`src/rtl/ahb_pkg.sv`:
```
// rtl/ahb_pkg.sv - shared AHB-Lite constants and load/store size types
package ahb_pkg;

  localparam logic [1:0] HTRANS_IDLE   = 2'b00;
  localparam logic [1:0] HTRANS_NONSEQ = 2'b10;

  localparam logic [2:0] HSIZE_BYTE = 3'b000;
  localparam logic [2:0] HSIZE_HALF = 3'b001;
  localparam logic [2:0] HSIZE_WORD = 3'b010;

  typedef enum logic [1:0] {
    MEM_B = 2'd0,
    MEM_H = 2'd1,
    MEM_W = 2'd2
  } mem_size_t;

  typedef enum logic [1:0] {
    LSU_IDLE  = 2'd0,
    LSU_DATA  = 2'd1,
    LSU_MISAL = 2'd2
  } lsu_state_t;

  // Size code 3 has no legal encoding, so it is reported like a misalignment.
  function automatic logic is_misaligned(input logic [1:0] size, input logic [1:0] addr_lo);
    logic r;
    case (size)
      2'd0:    r = 1'b0;
      2'd1:    r = addr_lo[0];
      2'd2:    r = (addr_lo != 2'b00);
      default: r = 1'b1;
    endcase
    return r;
  endfunction

endpackage

```
`src/rtl/lsu_load_align.sv`:
```
// rtl/lsu_load_align.sv - load lane extraction with sign/zero extension
module lsu_load_align
  import ahb_pkg::*;
(
  input  logic [31:0] hrdata_i,
  input  logic [1:0]  addr_i,
  input  mem_size_t   size_i,
  input  logic        unsigned_i,
  output logic [31:0] data_o
);

  logic [7:0]  byte_v;
  logic [15:0] half_v;

  // Pick the addressed lane out of the bus word, then extend it to 32 bits.
  always_comb begin
    data_o = '0;
    byte_v = hrdata_i[{addr_i, 3'b000} +: 8];
    half_v = addr_i[1] ? hrdata_i[31:16] : hrdata_i[15:0];
    case (size_i)
      MEM_B:   data_o = {{24{~unsigned_i & byte_v[7]}}, byte_v};
      MEM_H:   data_o = {{16{~unsigned_i & half_v[15]}}, half_v};
      default: data_o = hrdata_i;
    endcase
  end

endmodule

```
`src/rtl/lsu_ahb_master.sv`:
```
// rtl/lsu_ahb_master.sv - pipelined AHB-Lite data-side master for core load/store
module lsu_ahb_master
  import ahb_pkg::*;
#(
  parameter logic [3:0] HPROT = 4'b0011
) (
  input  logic        clk,
  input  logic        rst,
  input  logic        req_valid,
  output logic        req_ready,
  input  logic        req_write,
  input  logic [1:0]  req_size,
  input  logic        req_unsigned,
  input  logic [31:0] req_addr,
  input  logic [31:0] req_wdata,
  output logic        resp_valid,
  output logic [31:0] resp_rdata,
  output logic        resp_err,
  output logic [31:0] dmem_haddr,
  output logic [2:0]  dmem_hburst,
  output logic        dmem_hmastlock,
  output logic [3:0]  dmem_hprot,
  output logic [2:0]  dmem_hsize,
  output logic [1:0]  dmem_htrans,
  output logic [31:0] dmem_hwdata,
  output logic        dmem_hwrite,
  input  logic [31:0] dmem_hrdata,
  input  logic        dmem_hready,
  input  logic        dmem_hresp
);

  lsu_state_t  state_q, state_d;
  logic [31:0] haddr_q, haddr_d;
  logic [2:0]  hsize_q, hsize_d;
  logic        hwrite_q, hwrite_d;
  logic [1:0]  addr_lo_q, addr_lo_d;
  mem_size_t   size_q, size_d;
  logic        uns_q, uns_d;
  logic        write_q, write_d;
  logic [31:0] wdata_q, wdata_d;

  logic        misal;
  logic        data_done;
  logic        accept;
  logic        accept_ok;
  logic [31:0] load_data;

  assign misal     = is_misaligned(req_size, req_addr[1:0]);
  assign data_done = (state_q == LSU_DATA) && dmem_hready && !dmem_hresp;
  // A new address phase may only start while the bus is ready, which is why
  // acceptance in DATA hangs combinationally off hready.
  assign req_ready = !rst && ((state_q == LSU_IDLE) || data_done);
  assign accept    = req_valid && req_ready;
  assign accept_ok = accept && !misal;

  // Next-state and captured request fields for the upcoming data phase.
  always_comb begin
    state_d   = state_q;
    haddr_d   = haddr_q;
    hsize_d   = hsize_q;
    hwrite_d  = hwrite_q;
    addr_lo_d = addr_lo_q;
    size_d    = size_q;
    uns_d     = uns_q;
    write_d   = write_q;
    wdata_d   = wdata_q;

    case (state_q)
      LSU_IDLE: begin
        if (accept) state_d = misal ? LSU_MISAL : LSU_DATA;
      end
      LSU_DATA: begin
        if (dmem_hready) begin
          if (dmem_hresp)  state_d = LSU_IDLE;
          else if (accept) state_d = misal ? LSU_MISAL : LSU_DATA;
          else             state_d = LSU_IDLE;
        end
      end
      default: state_d = LSU_IDLE;
    endcase

    if (accept_ok) begin
      haddr_d   = req_addr;
      hsize_d   = {1'b0, req_size};
      hwrite_d  = req_write;
      addr_lo_d = req_addr[1:0];
      size_d    = mem_size_t'(req_size);
      uns_d     = req_unsigned;
      write_d   = req_write;
      wdata_d   = req_wdata;
    end
  end

  // State and data-phase registers.
  always_ff @(posedge clk or posedge rst) begin
    if (rst) begin
      state_q   <= LSU_IDLE;
      haddr_q   <= '0;
      hsize_q   <= '0;
      hwrite_q  <= 1'b0;
      addr_lo_q <= '0;
      size_q    <= MEM_B;
      uns_q     <= 1'b0;
      write_q   <= 1'b0;
      wdata_q   <= '0;
    end else begin
      state_q   <= state_d;
      haddr_q   <= haddr_d;
      hsize_q   <= hsize_d;
      hwrite_q  <= hwrite_d;
      addr_lo_q <= addr_lo_d;
      size_q    <= size_d;
      uns_q     <= uns_d;
      write_q   <= write_d;
      wdata_q   <= wdata_d;
    end
  end

  // Address phase goes out in the acceptance cycle; otherwise controls hold.
  assign dmem_htrans    = accept_ok ? HTRANS_NONSEQ : HTRANS_IDLE;
  assign dmem_haddr     = haddr_d;
  assign dmem_hsize     = hsize_d;
  assign dmem_hwrite    = hwrite_d;
  assign dmem_hburst    = 3'b000;
  assign dmem_hmastlock = 1'b0;
  assign dmem_hprot     = HPROT;

  // Replicate sub-word store data across all byte lanes.
  always_comb begin
    dmem_hwdata = wdata_q;
    case (size_q)
      MEM_B:   dmem_hwdata = {4{wdata_q[7:0]}};
      MEM_H:   dmem_hwdata = {2{wdata_q[15:0]}};
      default: dmem_hwdata = wdata_q;
    endcase
  end

  lsu_load_align u_load_align (
    .hrdata_i   (dmem_hrdata),
    .addr_i     (addr_lo_q),
    .size_i     (size_q),
    .unsigned_i (uns_q),
    .data_o     (load_data)
  );

  assign resp_valid = ((state_q == LSU_DATA) && dmem_hready) || (state_q == LSU_MISAL);
  assign resp_err   = ((state_q == LSU_DATA) && dmem_hready && dmem_hresp) || (state_q == LSU_MISAL);
  assign resp_rdata = (data_done && !write_q) ? load_data : 32'h0;

endmodule

```
`config.mk`:
```
export PLATFORM = sky130hd
export DESIGN_NAME = lsu_ahb_master
export DESIGN_NICKNAME = d
export VERILOG_FILES = /design/src/rtl/ahb_pkg.sv /design/src/rtl/lsu_load_align.sv /design/src/rtl/lsu_ahb_master.sv
export SDC_FILE = /design/constraint.sdc
export NUM_CORES = 1
export LEC_CHECK = 0
export CORE_MARGIN = 4
export CORE_UTILIZATION = 40
export CTS_CLUSTER_DIAMETER = 100
export DETAILED_ROUTE_END_ITERATION = 10
export PLACE_DENSITY = 0.81
export SYNTH_ARGS = -nofsm -noshare
export SYNTH_HDL_FRONTEND = slang
export SYNTH_SLANG_ARGS = --single-unit
```
`constraint.sdc`:
```
create_clock -name clk -period 2.9 [get_ports clk]
set_input_delay 0.58 -clock clk [delete_from_list [all_inputs] [get_ports clk]]
set_output_delay 0.58 -clock clk [all_outputs]
set_load 0.02 [all_outputs]
```
==> metrics.md <==
| Metric | Value |
|---|---|
| Max VDD drop | `0.421 mV` |
| Syn. warnings | `0` |
| Crit path max-delay family | `buffers and inverters` |
| Router iterations before antenna repair | `5` |
| Global placement routability congestion | `0.749` |
| Net Sw Frac | `35.8%` |
| Routed wire per std cell | `18.5 µm` |
| Post-synthesis cell type count | `36` |
| Remaining antenna violation count | `0` |
| Reg2reg setup slack | `0.45 ns` |
| M2 GR Usage | `38.3%` |
| Io pins | `218` |
| Synthesized area per cell | `11.9 µm²` |
| Hold path depth | `1` |
| Mapped Cells | `351` |
| Register bit count reported by yosys | `76` |
| Core Region | `10,200 µm²` |
| RSZ-0062 raised after global routing | `yes` |
| Maximum fanout along the worst path | `10` |
| Clock Skew | `0.0111 ns` |
| Status | `finished, final reports clean` |
| Starting Density | `40.8%` |
| Proportion of layout cells with a drive suffix above 1 | `37.2%` |
| Routed vias | `3,686` |
| Setup TNS after final layout | `0 ns` |
| Tot GR Track Use | `21.8%` |
| CP Capture Type | `output port` |
| Clock power frac | `17.9%` |
| CP max-delay cell | `mux2_4` |
| Slew Limit Fails | `0` |
| Power share of the combinational group | `50.0%` |
| Min Hold Slack | `0.492 ns` |
| Overflow after GRT | `0` |
| Root Driver | `clkbuf_8` |
| Synthesized area | `4170 µm²` |
| Hold_buf cts | `0` |
| Largest stage delay on the critical path | `0.31 ns` |
| Fin nets | `693` |
| Seq pwr share | `32.1%` |
| NetSw | `1690 µW` |
| GR peak layer | `met2` |
| Setup CP Type | `primary input to output port` |
| Fin crit period | `2.89 ns` |
| Rows | `37` |
| First-pass GRT wire length | `20.2 mm` |
| Global routing usage on met3 | `6.87%` |
| HP Start | `haddr_q[31]$_DFF_PP0_` |
| Clock slew at reported path FFs | `0.07 ns` |
| Pleak | `0.00318 µW` |
| Cell Pwr Density | `706 nW/µm²` |
| Crit path arrival time | `2.31 ns` |
| Cell breakdown of the critical path | `dlygate4sd2_1 > nand2b_4 > a211oi_4 > and3_4 > buf_4 > buf_16 > mux2_4 > buf_2` |
| CTS tree | `yes` |
| Seq/Total Area, Yosys | `45.6%` |
| Dpl ws | `-0.547 ns` |
| Fin area | `6690 µm²` |
| Full die area | `12,100 µm²` |
| Hold Fails Final Rpt | `0` |
| H-tree levels | `3` |
| Sink Count | `76` |
| Worst-case reg-to-reg path depth | `9` |
| Post-Place Cell Area | `6470 µm²` |
| Reg2reg start | `state_q[1]$_DFFE_PP0P_` |
| Clock tree buffer depth | `2` |
| # DRC | `0` |
| CP Buf/Inv Count | `4` |
| Grt met1 use | `23.9%` |
| Num CTS Buffers | `9` |
| Vias/cell | `5.06` |
| Post-route setup slack | `0.0135 ns` |
| Antenna fix cells | `0` |
| Max Clock Freq | `346 MHz` |
| Final cycle utilization of the critical path | `99.5%` |
| Worst Hold Endpoint | `haddr_q[31]$_DFF_PP0_` |
| Required time of the critical path | `2.32 ns` |
| Max cap viols | `0` |
| Worst skew pair latency | `0.36 ns` |
| Reg2reg end | `wdata_q[3]$_DFFE_PP0N_` |
| Antenna violations before repair | `0` |
| HP Class | `flip-flop to flip-flop` |
| Vias in the first global route | `3,935` |
| Die width | `110 µm` |
| P_int | `3030 µW` |
| I/O Buffers | `208` |
| Final setup violation count | `0` |
| Chip Height | `110 µm` |
| HPWL Detailed | `9.86 mm` |
| Initial DRC count | `326` |
| Startpoint class of the critical path | `primary input` |
| Pin count of the biggest net entering global routing | `45` |
| Final WL | `13.4 mm` |
| Area grow syn2layout | `60.3%` |
-- per-stage QoR --
step | instances | util (%) | total power (µW)
finish | 728 | 65.4 | 4720
global route | 728 | 65.4 | 4980
CTS | 729 | 65.9 | 4750
detailed placement | 701 | 63.3 | 3910
global placement | 701 | 63.3 | 3850
floorplan | 358 | - | 2850
-- layout make-up --
type,instances,area (µm²)
well taps,136,170
inverters,27,103
clock buffers,14,173
repair buffers,259,2350
flip-flops and latches,76,1900
fillers,816,3540
clock inverters,1,30.0
multi-input cells,215,1960
-- worst max path at each step --
stage                         start        endpoint  cells past startpoint
floorplan                dmem_hresp  dmem_haddr[15]                      7
global placement        dmem_hready  dmem_haddr[11]                      7
detailed placement      dmem_hready   dmem_haddr[6]                      7
CTS                 dmem_hrdata[31]   resp_rdata[7]                      7
global route             dmem_hresp  dmem_haddr[15]                      8
finish                   dmem_hresp  dmem_haddr[15]                      8
-- layer usage --
metal / wire, µm / vias up
li1: - / 1683
met1: 4930 / 1760
met2: 6620 / 203
met3: 1350 / 40
met4: 535 / 0
met5: 0 / -
-- power groups by stage --
stage	clock [µW]	sequential, µW	combinational (µW)
after floorplan	0	1470	1380
after global placement	0	1510	2340
after detailed placement	0	1530	2380
after CTS	860	1520	2370
after global routing	904	1560	2520
final	844	1520	2360
-- sequential cells by signal, summed over array words and instances, names as in the netlist --
name and count:
addr_lo_q 2, haddr_q 32, hsize_q 3, hwrite_q 1
size_q 2, state_q 2, uns_q 1, wdata_q 32
write_q 1
-- synthesized netlist by cell type, drive strengths merged --
cell type	number	share of area [%]
nand2b	2	0.48
nand2	24	2.2
a211oi	1	0.48
a222oi	7	1.7
a22o	1	0.21
buf	33	6.9
a21o	1	0.18
nor3b	3	0.66
o21bai	1	0.18
nor2	10	0.90
mux2	91	27
or3	1	0.15
and3	1	0.15
a221oi	8	1.7
inv	27	2.4
o21ai	17	2.0
clkbuf	7	0.63
nor3	3	0.36
dfrtp	76	46
mux2i	8	1.9
o221ai	1	0.36
o21a	1	0.18
conb	2	0.18
a21oi	18	2.2
o22ai	1	0.15
nand3b	2	0.36
or2	1	0.15
nor2b	3	0.45
-- cell families after synthesis --
kind of cell / synth area share, %
other: 0.180
buffers and inverters: 9.98
AOI/OAI and AO/OA: 9.29
DFF: 45.6
muxes: 29.2
and+or+nand+nor: 5.82
-- cells in the final DEF, fill, tap and decap left out, types with 8 or more instances in the layout --
cell	n
inv_1	26
buf_4	42
mux2_2	45
clkbuf_8	12
mux2i_1	8
buf_6	16
nor2_1	10
nand2_1	24
conb_1	9
clkdlybuf4s50_1	129
dlygate4sd2_1	14
buf_2	38
a21oi_1	18
mux2_4	39
dfrtp_1	75
o21ai_0	17
-- repair_timing --
item,CTS,global route
gates resized for setup,262,52
pin swaps,4,3
cloned,3,1
setup endpoints to repair,79,59
setup buffers,10,0
Note: power is estimated with default switching activity, not from simulation.
==> RTL edit (same settings) <==
Encoding of `lsu_state_t`: now one-hot (3 bits for 3 states).
--- a/src/rtl/ahb_pkg.sv
+++ b/src/rtl/ahb_pkg.sv
@@ -16,6 +16,6 @@
 
-  typedef enum logic [1:0] {
-    LSU_IDLE  = 2'd0,
-    LSU_DATA  = 2'd1,
-    LSU_MISAL = 2'd2
+  typedef enum logic [2:0] {
+    LSU_IDLE  = 3'b001,
+    LSU_DATA  = 3'b010,
+    LSU_MISAL = 3'b100
   } lsu_state_t;
Formal check against the unedited RTL: no difference found for any inputs over 10 cycles, from zero or initial values and one cycle with rst high; not proved beyond that.
==> RTL edit against the unedited design <==
- synthesized area up 1.6%
- routed wire length rose by 0.80%
- clock skew is 0.0030 ns lower
- worst setup slack got worse by 0.00097 ns
- critical path depth decreased by 4
- power increased by 9.4%
- final area rose by 3.2%
- first-iteration DRC count decreased by 11%
- combinational power up 19%
- highest routed layer is now met5
- largest power group unchanged
- via count increased by 0.60%
- sequential cell count up 1
==> RTL edit: results (changes against the unedited design) <==
Finish
  • Multi-input gate count: 235 (was 215)
  • Non-filler cells, final: 723 (was 728)
  • Share of layout cells above drive strength 1: 0.388 (was 0.372)
  • Multi-input gate share of the layout cell area: 0.309 (was 0.293)
  • Top Registers: haddr_q x32, wdata_q x32 (was haddr_q x32, wdata_q x32, hsize_q x3)
  • Clock buf count: 11 (was 14)
  • Nonclk buf count: 256 (was 259)

Floorplanning
  • Die W: 111 µm (was 110 µm)

Status
  • Outcome: completed (unchanged)

Yosys
  • Post-synthesis compound-gate area fraction: 0.0779 (was 0.0929)
  • Post-synthesis mux area share: 0.315 (was 0.292)
  • Syn Area/Cell: 12.1 µm² (was 11.9 µm²)
  • Synth area leaders: dfrtp_1 45%, mux2_2 16%, mux2_4 13%, buf_4 3.4%, a21oi_1 2.4% (was dfrtp_1 46%, mux2_2 15%, mux2_4 11%, buf_4 4.0%, inv_1 2.4%)
  • Sequential cell area fraction in the yosys report: 0.455 (was 0.456)

Global route
  • Vias in the first global route: 4020 (was 3935)
  • First-pass GRT wire length: 21100 µm (was 20200 µm)
  • GRT Overall Usage: 0.212 (was 0.218)
  • Largest net degree at the start of global routing: 78 (was 45)
  • Initial antenna violation count: 2 (was 0)

Placement
  • Final Wtd Congestion: 0.892 (was 0.749)
  • Post-Place Cells: 691 (was 701)
  • Setup WS pre-CTS: -0.570 ns (was -0.547 ns)

STA
  • Fin Clk Skew: 0.00802 ns (was 0.0111 ns)

Pwr
  • Internal Power: 0.00326 W (was 0.00303 W)
  • Clk network pwr share: 0.144 (was 0.179)
  • Total power: 0.00517 W (was 0.00472 W)

Detailed routing
  • Vias: 3708 (was 3686)
  • DRT iter0 DRCs: 289 (was 326)
  • M1 WL: 5210 µm (was 4930 µm)
  • Routed wl met2: 6890 µm (was 6620 µm)
  • Top layer reached by signal wires: met5 (was met4)

Worst setup path
  • Crit-path max cell delay: 0.60 ns (was 0.31 ns)
  • Crit-path slowest cell: or4_1 (was mux2_4)
==> RTL edit: cell types whose count changed after synthesis, moves of 8 or more <==
| cell | unedited run | this run |
|---|---|---|
| nor2_1 | 10 | 20 |
| a221oi_1 | 8 | 0 |
| nor3_1 | 3 | 16 |
| nand2_1 | 24 | 11 |
| o21ai_0 | 17 | 8 |
| inv_1 | 27 | 3 |
==> RTL edit: path summary, 6_finish.rpt <==
kind | slack (ns) | cells past startpoint | end | start
max | 0.01 | 4 | resp_rdata[7] | dmem_hresp
min | 0.50 | 1 | haddr_q[12] | haddr_q[12]
max reg2reg | 0.77 | 7 | wdata_q[7] | state_q[0]
min reg2reg | 0.50 | 1 | haddr_q[12] | haddr_q[12]
max in group asynchronous | 1.78 | 4 | wdata_q[17] | rst
min in group asynchronous | 0.77 | 4 | uns_q | rst
==> RTL edit: layer usage <==
metal / track usage / up-vias
met1: 0.238 / 1801
met2: 0.374 / 183
li1: - / 1697
met5: 0 / -
met4: 0.0640 / 4
met3: 0.0775 / 23
